### src/rtl/pipelined_brent_kung_addsub.sv
// N-bit add/subtract: CLA inside each group, Brent-Kung prefix over group carries,
// prefix levels spread across STAGES registers with valid/ready backpressure.
module pipelined_brent_kung_addsub #(
   parameter int N          = 16,
   parameter int GROUP_SIZE = 4,
   parameter int STAGES     = 3
) (
   input  logic         clk,
   input  logic         rst_n,
   input  logic         in_valid,
   output logic         in_ready,
   input  logic [N-1:0] A,
   input  logic [N-1:0] B,
   input  logic         Cin,
   input  logic         Sub,
   output logic         out_valid,
   input  logic         out_ready,
   output logic [N-1:0] Sum,
   output logic         Cout,
   output logic         Ovf
);

   localparam int NG     = N / GROUP_SIZE;
   localparam int D      = (NG > 1) ? $clog2(NG) : 0;
   // level 0: in-group lookahead, 1..D: up-sweep, D+1..2D-1: down-sweep, last: group fix-up
   localparam int LEVELS = 2 + D + ((D > 0) ? D - 1 : 0);

   typedef struct packed {
      logic [N-1:0] g;
      logic [N-1:0] p;
      logic [N-1:0] h;
      logic         c0;
      logic         a_msb;
      logic         b_msb;
   } gp_t;

   // first prefix level applied in stage k; stage 0 only registers raw g/p when STAGES > 1
   function automatic int level_first(int k);
      if (k == 0) return 0;
      if (STAGES == 1) return LEVELS;
      return ((k - 1) * LEVELS) / (STAGES - 1);
   endfunction

   function automatic gp_t apply_level(gp_t x, int lvl);
      gp_t y;
      int  top;
      int  lo;
      int  d;
      y = x;
      if (lvl == 0) begin
         for (int j = 0; j < NG; j++) begin
            for (int i = 1; i < GROUP_SIZE; i++) begin
               top = j * GROUP_SIZE + i;
               y.g[top] = x.g[top] | (x.p[top] & y.g[top-1]);
               y.p[top] = x.p[top] & y.p[top-1];
            end
         end
      end else if (lvl == LEVELS - 1) begin
         for (int j = 1; j < NG; j++) begin
            lo = j * GROUP_SIZE - 1;
            for (int i = 0; i < GROUP_SIZE - 1; i++) begin
               top = j * GROUP_SIZE + i;
               y.g[top] = x.g[top] | (x.p[top] & x.g[lo]);
               y.p[top] = x.p[top] & x.p[lo];
            end
         end
      end else begin
         d = (lvl <= D) ? lvl - 1 : 2 * D - 1 - lvl;
         for (int j = 0; j < NG; j++) begin
            if ((lvl <= D) ? ((j + 1) % (2 ** (d + 1)) == 0)
                           : (((j + 1) % (2 ** (d + 1)) == 2 ** d) && (j + 1 > 2 ** d))) begin
               top = j * GROUP_SIZE + GROUP_SIZE - 1;
               lo  = top - (2 ** d) * GROUP_SIZE;
               y.g[top] = x.g[top] | (x.p[top] & x.g[lo]);
               y.p[top] = x.p[top] & x.p[lo];
            end
         end
      end
      return y;
   endfunction

   function automatic gp_t apply_range(gp_t x, int lo, int hi);
      gp_t y;
      y = x;
      for (int l = 0; l < LEVELS; l++) begin
         if (l >= lo && l < hi) y = apply_level(y, l);
      end
      return y;
   endfunction

   logic [STAGES-1:0] vld;
   logic [STAGES-1:0] take;
   logic              stall;
   logic              advance;
   logic [N-1:0]      b_eff;
   logic              c_eff;
   gp_t               in_gp;
   gp_t               stage_in  [STAGES];
   gp_t               stage_out [STAGES];
   logic [N-1:0]      res_sum;
   logic              res_ovf;

   assign out_valid = vld[STAGES-1];
   assign stall     = out_valid & ~out_ready;
   assign advance   = ~stall;
   assign in_ready  = advance;

   // carry-in is folded into bit 0 so the prefix G at bit i is the carry out of bit i
   always_comb begin
      b_eff       = Sub ? ~B : B;
      c_eff       = Sub ? ~Cin : Cin;
      in_gp.h     = A ^ b_eff;
      in_gp.p     = A ^ b_eff;
      in_gp.p[0]  = 1'b0;
      in_gp.g     = A & b_eff;
      in_gp.g[0]  = (A[0] & b_eff[0]) | ((A[0] ^ b_eff[0]) & c_eff);
      in_gp.c0    = c_eff;
      in_gp.a_msb = A[N-1];
      in_gp.b_msb = b_eff[N-1];
   end

   assign stage_in[0] = in_gp;

   for (genvar k = 0; k < STAGES; k++) begin : g_stage
      assign stage_out[k] = apply_range(stage_in[k], level_first(k), level_first(k + 1));
      if (k == 0) begin : g_take_in
         assign take[k] = in_valid;
      end else begin : g_take_vld
         assign take[k] = vld[k-1];
      end
      if (k < STAGES - 1) begin : g_reg
         gp_t q;
         // stage k -> k+1 boundary
         always_ff @(posedge clk) begin
            if (advance && take[k]) q <= stage_out[k];
         end
         assign stage_in[k+1] = q;
      end
   end

   assign res_sum = stage_out[STAGES-1].h ^ {stage_out[STAGES-1].g[N-2:0], stage_out[STAGES-1].c0};
   assign res_ovf = (stage_out[STAGES-1].a_msb == stage_out[STAGES-1].b_msb) &&
                    (res_sum[N-1] != stage_out[STAGES-1].a_msb);

   always_ff @(posedge clk or negedge rst_n) begin
      if (!rst_n) begin
         vld <= '0;
      end else if (advance) begin
         for (int k = STAGES - 1; k > 0; k--) vld[k] <= vld[k-1];
         vld[0] <= in_valid;
      end
   end

   // output stage boundary
   always_ff @(posedge clk or negedge rst_n) begin
      if (!rst_n) begin
         Sum  <= '0;
         Cout <= 1'b0;
         Ovf  <= 1'b0;
      end else if (advance && take[STAGES-1]) begin
         Sum  <= res_sum;
         Cout <= stage_out[STAGES-1].g[N-1];
         Ovf  <= res_ovf;
      end
   end

endmodule

### config.mk
export PLATFORM = sky130hd
export DESIGN_NAME = pipelined_brent_kung_addsub
export DESIGN_NICKNAME = d
export VERILOG_FILES = /design/src/rtl/pipelined_brent_kung_addsub.sv
export SDC_FILE = /design/constraint.sdc
export NUM_CORES = 1
export LEC_CHECK = 0
export CORE_ASPECT_RATIO = 0.6
export CORE_UTILIZATION = 45
export DETAILED_ROUTE_END_ITERATION = 10
export DONT_BUFFER_PORTS = 1
export GPL_TIMING_DRIVEN = 0
export SYNTH_ARGS = -nofsm -noshare
export SYNTH_HDL_FRONTEND = slang
export SYNTH_SLANG_ARGS = --single-unit
### constraint.sdc
create_clock -name clk -period 2.3 [get_ports clk]
set_clock_uncertainty 0.1 [all_clocks]
set_input_delay 0.46 -clock clk [delete_from_list [all_inputs] [get_ports clk]]
set_output_delay 0.46 -clock clk [all_outputs]
set_load 0.02 [all_outputs]
==> flow_metrics.tcl, run 1 <==
set metrics [dict create \
    die_area_mm2 0.00913 \
    status "complete, no violations" \
    cts_buffers 9 \
    grt_pass1_vias 1910 \
    grt_setup_unrepaired "false" \
    wl_per_cell_um 16.6 \
    slew_headroom 0.347 \
    cts_sinks 99 \
    crit_start "vld[2]" \
    drtIter0Drc 104 \
    pin_count 58 \
    hold_viol 0 \
    ys_async_sr_fraction 0.212 \
    routed_wl_um 6050 \
    htree_levels 3 \
    hold_slack_ps 117 \
    area_delta_synth_final_pct 11.3 \
    place_congestion 0.730 \
    power_density_mw_per_mm2 1100 \
    grt-ovfl-total 0 \
    cp-endpoint "g_stage[0].g_reg.q[7]" \
    seq_area_frac_synth 0.729 \
    fin_tns_setup_ps 0 \
    report.final.slew_viol_count 0 \
    clockBufferDepth 2 \
    post_cts_buffers 0 \
    cp_max_fo 35 \
    first_pass_iters 4 \
    synthesis.nets 296 \
    setup_viol 0 \
    fin_ws_ps 354 \
    diodes 0 \
    worstPathRequired_ps 2160 \
    grt_start_max_net_pins 41 \
    row_count 25 \
    end_kind "register" \
    ir_worst_vdd_uv 446 \
    drv_cap 0 \
    synth_cells 239 \
    r2r_cells 3 \
    antenna_left 0 \
    holdBufCountCts 1 \
    syn_avg_cell_area_um2 16.4 \
    die_h_um 74.4 \
    p_leak_nw 1.71 \
    cts_resized 0 \
    final_common_cell "edfxtp_1" \
    final_cells 364 \
    fin_crit_sh 0.846 \
    min_period_ps 1950 \
    grt_pass1_wl_um 9920 \
    dpl.hpwl_um 4210 \
    tightest_slew_ps 976 \
    synth.distinct_cells 30 \
    core_mm2 0.00816 \
    drcViolationCount 0 \
    ctsRootBufferMaster "clkbuf_16" \
    synthFlopType "edfxtp_1" \
    critPathKind "register to register" \
    regToRegSetupSlack_ps 350 \
    reg2reg_from "vld[2]" \
    grt_use_total 0.155 \
    synth-edff-count 78 \
    r2r_end "g_stage[0].g_reg.q[7]" \
    pre_cts_slack_ps 314 \
    cts.clk_slew.worst_paths_ps 60 \
    drive_gt1_frac 0.121 \
    final_cell_mix "78 x edfxtp_1, 26 x xor2_1, 21 x dfrtp_1" \
    max_freq_mhz 514 \
    syn_area_mm2 0.00393 \
    hold_class "input port to register" \
    insertion_delay_ps 340 \
    antenna_found_initial 0 \
    vias 1847 \
    port_buffers 0 \
    synth_seq_cells 99 \
    cp-start-kind "register" \
    p_total_mw 4.83 \
    via_per_inst 5.07 \
    dp.cells 348 \
    nets 309 \
    cts_tree "done" \
    cp.arrival_ps 1810 \
    start_util 0.482 \
    die_w_um 123 \
    ys_warn_count 0 \
]
## cell type report
cell class | count | area (um^2)
fill | 665 | 3790
sequential | 99 | 2870
multi-input combinational | 133 | 1020
clock buffer | 11 | 233
tap | 108 | 135
buffer | 6 | 45.0
clock inverter | 4 | 42.5
timing repair buffer | 2 | 30.0
inverter | 1 | 3.75
## worst max-delay path: stages (launching register included)
cell and delay [ps]:
dfrtp_1 450, nand2b_1 120, buf_6 160, and2_2 700
## synthesized netlist by cell type, types with 2 or more instances
master / instances / area (um^2)
a21o_1: 12 / 90.1
a21oi_1: 8 / 40.0
a31o_2: 2 / 17.5
and2_1: 6 / 37.5
and3_1: 3 / 18.8
buf_2: 3 / 15.0
buf_6: 2 / 22.5
dfrtp_1: 21 / 526
edfxtp_1: 78 / 2340
ha_1: 19 / 238
mux2_2: 4 / 45.0
nand2_1: 17 / 63.8
nand2b_1: 2 / 12.5
nand3_1: 2 / 10.0
nor2_1: 3 / 11.3
o21ai_0: 15 / 75.1
xnor2_1: 4 / 35.0
xor2_1: 26 / 228
## logic make-up after synthesis
| logic type | share of synthesized area |
|---|---|
| DFF | 0.729 |
| adders and majority gates | 0.0605 |
| and+or+nand+nor | 0.0522 |
| AOI/OAI and AO/OA | 0.0633 |
| muxes | 0.0153 |
| buffers and inverters | 0.0124 |
| xor gates and xnor gates | 0.0668 |
## where the power goes
group	total [mW]	leakage (nW)	switching (mW)	internal [mW]
sequential	2.79	1.00	0.417	2.38
combinational	0.616	0.575	0.358	0.257
clock	1.42	0.134	0.595	0.828
## per-stage QoR
step            util  cell area, um^2
3_3_place_gp   0.498             4070
4_1_cts        0.536             4370
3_5_place_dp   0.501             4090
2_1_floorplan      -             3930
5_1_grt        0.536             4370
6_report       0.536             4370
## metal layers
metal	vias up	GRT usage	share of wire
li1	899	-	-
met1	884	0.207	0.49
met2	53	0.225	0.43
met3	11	0.0598	0.060
met4	0	0.0691	0.018
met5	-	0	0
## state kept, by name (all words and copies together), names as in the netlist
signal / cells
Ovf: 1
Cout: 1
Sum: 16
vld: 3
g_stage.g_reg.q: 78
## worst min path at each step
| stage | startpoint | endpoint | slack, ps | cells past startpoint |
|---|---|---|---|---|
| 2_1_floorplan | rst_n | Cout | 60 | 0 |
| 3_3_place_gp | rst_n | Sum[6] | 60 | 0 |
| 3_5_place_dp | rst_n | Sum[6] | 60 | 0 |
| 4_1_cts | A[15] | g_stage[0].g_reg.q[1] | 100 | 0 |
| 5_1_grt | A[15] | g_stage[0].g_reg.q[1] | 100 | 0 |
| 6_report | A[15] | g_stage[0].g_reg.q[1] | 120 | 0 |
(Power assumes the default switching activity.)
==> run 2: changes to the inputs <==
clock period = 1.9 ns   (was 2.3 ns; I/O delays follow)
==> run 2 against run 1 <==
Count of clock-buffer cells in the layout increased by 1. Clock power increased by 20%. Non-clock buffer count decreased by 1. Flip-flop and latch count unchanged. Global-route usage decreased by 0.95 points. Final cell count unchanged. Setup slack got worse by 180 ps. Register-to-register slack got worse by 180 ps. Critical path type unchanged. Design area decreased by 0.31%.
==> flow_metrics.tcl, run 2 (same netlist as run 1, synthesis figures left out) <==
set metrics [dict create \
    min_period_ps 1720 \
    area_delta_synth_final_pct 10.9 \
    die_h_um 74.4 \
    max_freq_mhz 580 \
    place_congestion 0.688 \
    fin_ws_ps 176 \
    via_per_inst 4.85 \
    final_util 0.534 \
    dpl.hpwl_um 4010 \
    row_count 25 \
    die_area_mm2 0.00913 \
    grt_setup_unrepaired "false" \
    routed_wl_um 5800 \
    p_leak_nw 1.71 \
    grt_use_total 0.145 \
    vias 1767 \
    final_common_cell "edfxtp_1" \
    worstPathRequired_ps 1770 \
    cp-start-kind "register" \
    pre_cts_slack_ps -150 \
    crit_chain "nand2b_1, buf_6, and2_4" \
    htree_levels 3 \
    fin_crit_sh 0.908 \
    antenna_left 0 \
    final_cell_mix "78 x edfxtp_1, 26 x xor2_1, 21 x dfrtp_1" \
    cp.arrival_ps 1600 \
    drv_cap 0 \
    hold_viol 0 \
    end_kind "register" \
    pin_count 58 \
    p_total_mw 5.80 \
    diodes 0 \
    wl_per_cell_um 15.9 \
    slowest_delay_ps 510 \
    status "complete, no violations" \
    cts_tree "done" \
    clockBufferDepth 2 \
    grt_pass1_wl_um 9210 \
    dp.cells 347 \
    regArea_mm2 0.00287 \
    power_density_mw_per_mm2 1330 \
    post_cts_buffers 0 \
    nets 308 \
    largest_register "g_stage.g_reg.q" \
    first_pass_iters 4 \
    largest_reg_flops 78 \
    drcViolationCount 0 \
    die_w_um 123 \
    tightest_slew_ps 975 \
    cts.clk_slew.worst_paths_ps 60 \
    drtIter0Drc 88 \
    slew_headroom 0.348 \
    final_cells 364 \
    hold_class "input port to register" \
    cts_sinks 99 \
    grt_start_max_net_pins 44 \
    multiInputGateArea_mm2 0.00102 \
    insertion_delay_ps 340 \
    start_util 0.482 \
    ctsRootBufferMaster "clkbuf_16" \
    report.final.slew_viol_count 0 \
    drive_gt1_frac 0.117 \
    critPathSlowestCell "and2_4" \
    setup_viol 0 \
    ir_worst_vdd_uv 559 \
    reg_top3 "g_stage.g_reg.q x78, Sum x16, vld x3" \
    fillCellCount 687 \
    cp_max_fo 43 \
    antenna_found_initial 0 \
    cts_buffers 9 \
    grt-ovfl-total 0 \
    core_mm2 0.00816 \
    port_buffers 0 \
    grt_pass1_vias 1789 \
    critPathKind "register to register" \
]
-- run 2: cell count changes in the layout (fill, tap and decap cells not counted) --
cell / change
and2_2: -2
clkbuf_1: +1
and2_4: +2
buf_12: -1
-- run 2: cell type report --
cell class / instances / area share
sequential: 99 / 0.658
inverter: 1 / 0.000861
clock buffer: 12 / 0.0542
multi-input combinational: 133 / 0.234
clock inverter: 4 / 0.00976
buffer: 6 / 0.0103
tap: 108 / 0.0310
timing repair buffer: 1 / 0.00230
-- run 2: worst paths after layout --
check                                      startpoint                      to  slack [ps]  cells after the start
max in group asynchronous                       rst_n                  vld[0]         560                      1
worst min-delay path                            A[15]   g_stage[0].g_reg.q[1]          40                      0
min in group asynchronous                       rst_n                    Cout         550                      1
worst min register to register  g_stage[0].g_reg.q[1]   g_stage[1].g_reg.q[1]         320                      0
worst max-delay path                           vld[2]  g_stage[1].g_reg.q[45]         180                      3
worst max register to register                 vld[2]  g_stage[1].g_reg.q[45]         180                      3
-- run 2: metrics by stage --
| step | hold WS [ps] | area [um^2] | TNS (ps) |
|---|---|---|---|
| after detailed placement | -15.1 | 4070 | -7920 |
| after CTS | 23.7 | 4360 | 0 |
| after global placement | -15.1 | 4070 | -6700 |
| after floorplan | -15.6 | 3930 | 0 |
| after global routing | 20.0 | 4360 | 0 |
| final | 39.3 | 4360 | 0 |
-- run 2: worst max-delay path, delay by kind of cell (launching register included) --
family / cells / cell delay (ps)
and+or+nand+nor: 2 / 630
DFF: 1 / 450
buffers and inverters: 1 / 160
-- run 2: power breakdown --
group,total (mW),switching (mW),internal (mW)
Combinational,0.709,0.410,0.300
Sequential,3.38,0.498,2.88
Clock,1.71,0.702,1.01
Total,5.80,1.61,4.19
-- run 2: layer usage --
layer | global-route usage | up-vias | share of wire | wire, um
li1 | - | 904 | - | -
met1 | 0.192 | 811 | 0.50 | 2880
met2 | 0.216 | 44 | 0.44 | 2540
met3 | 0.0583 | 8 | 0.053 | 306
met4 | 0.0569 | 0 | 0.013 | 74
met5 | 0 | - | 0 | 0
-- run 2: what timing repair did --
action                                 CTS  global route
hold buffers                             1             0
setup endpoints to repair               78             0
gates resized for setup                  2             0
endpoints found under the hold margin   21             0
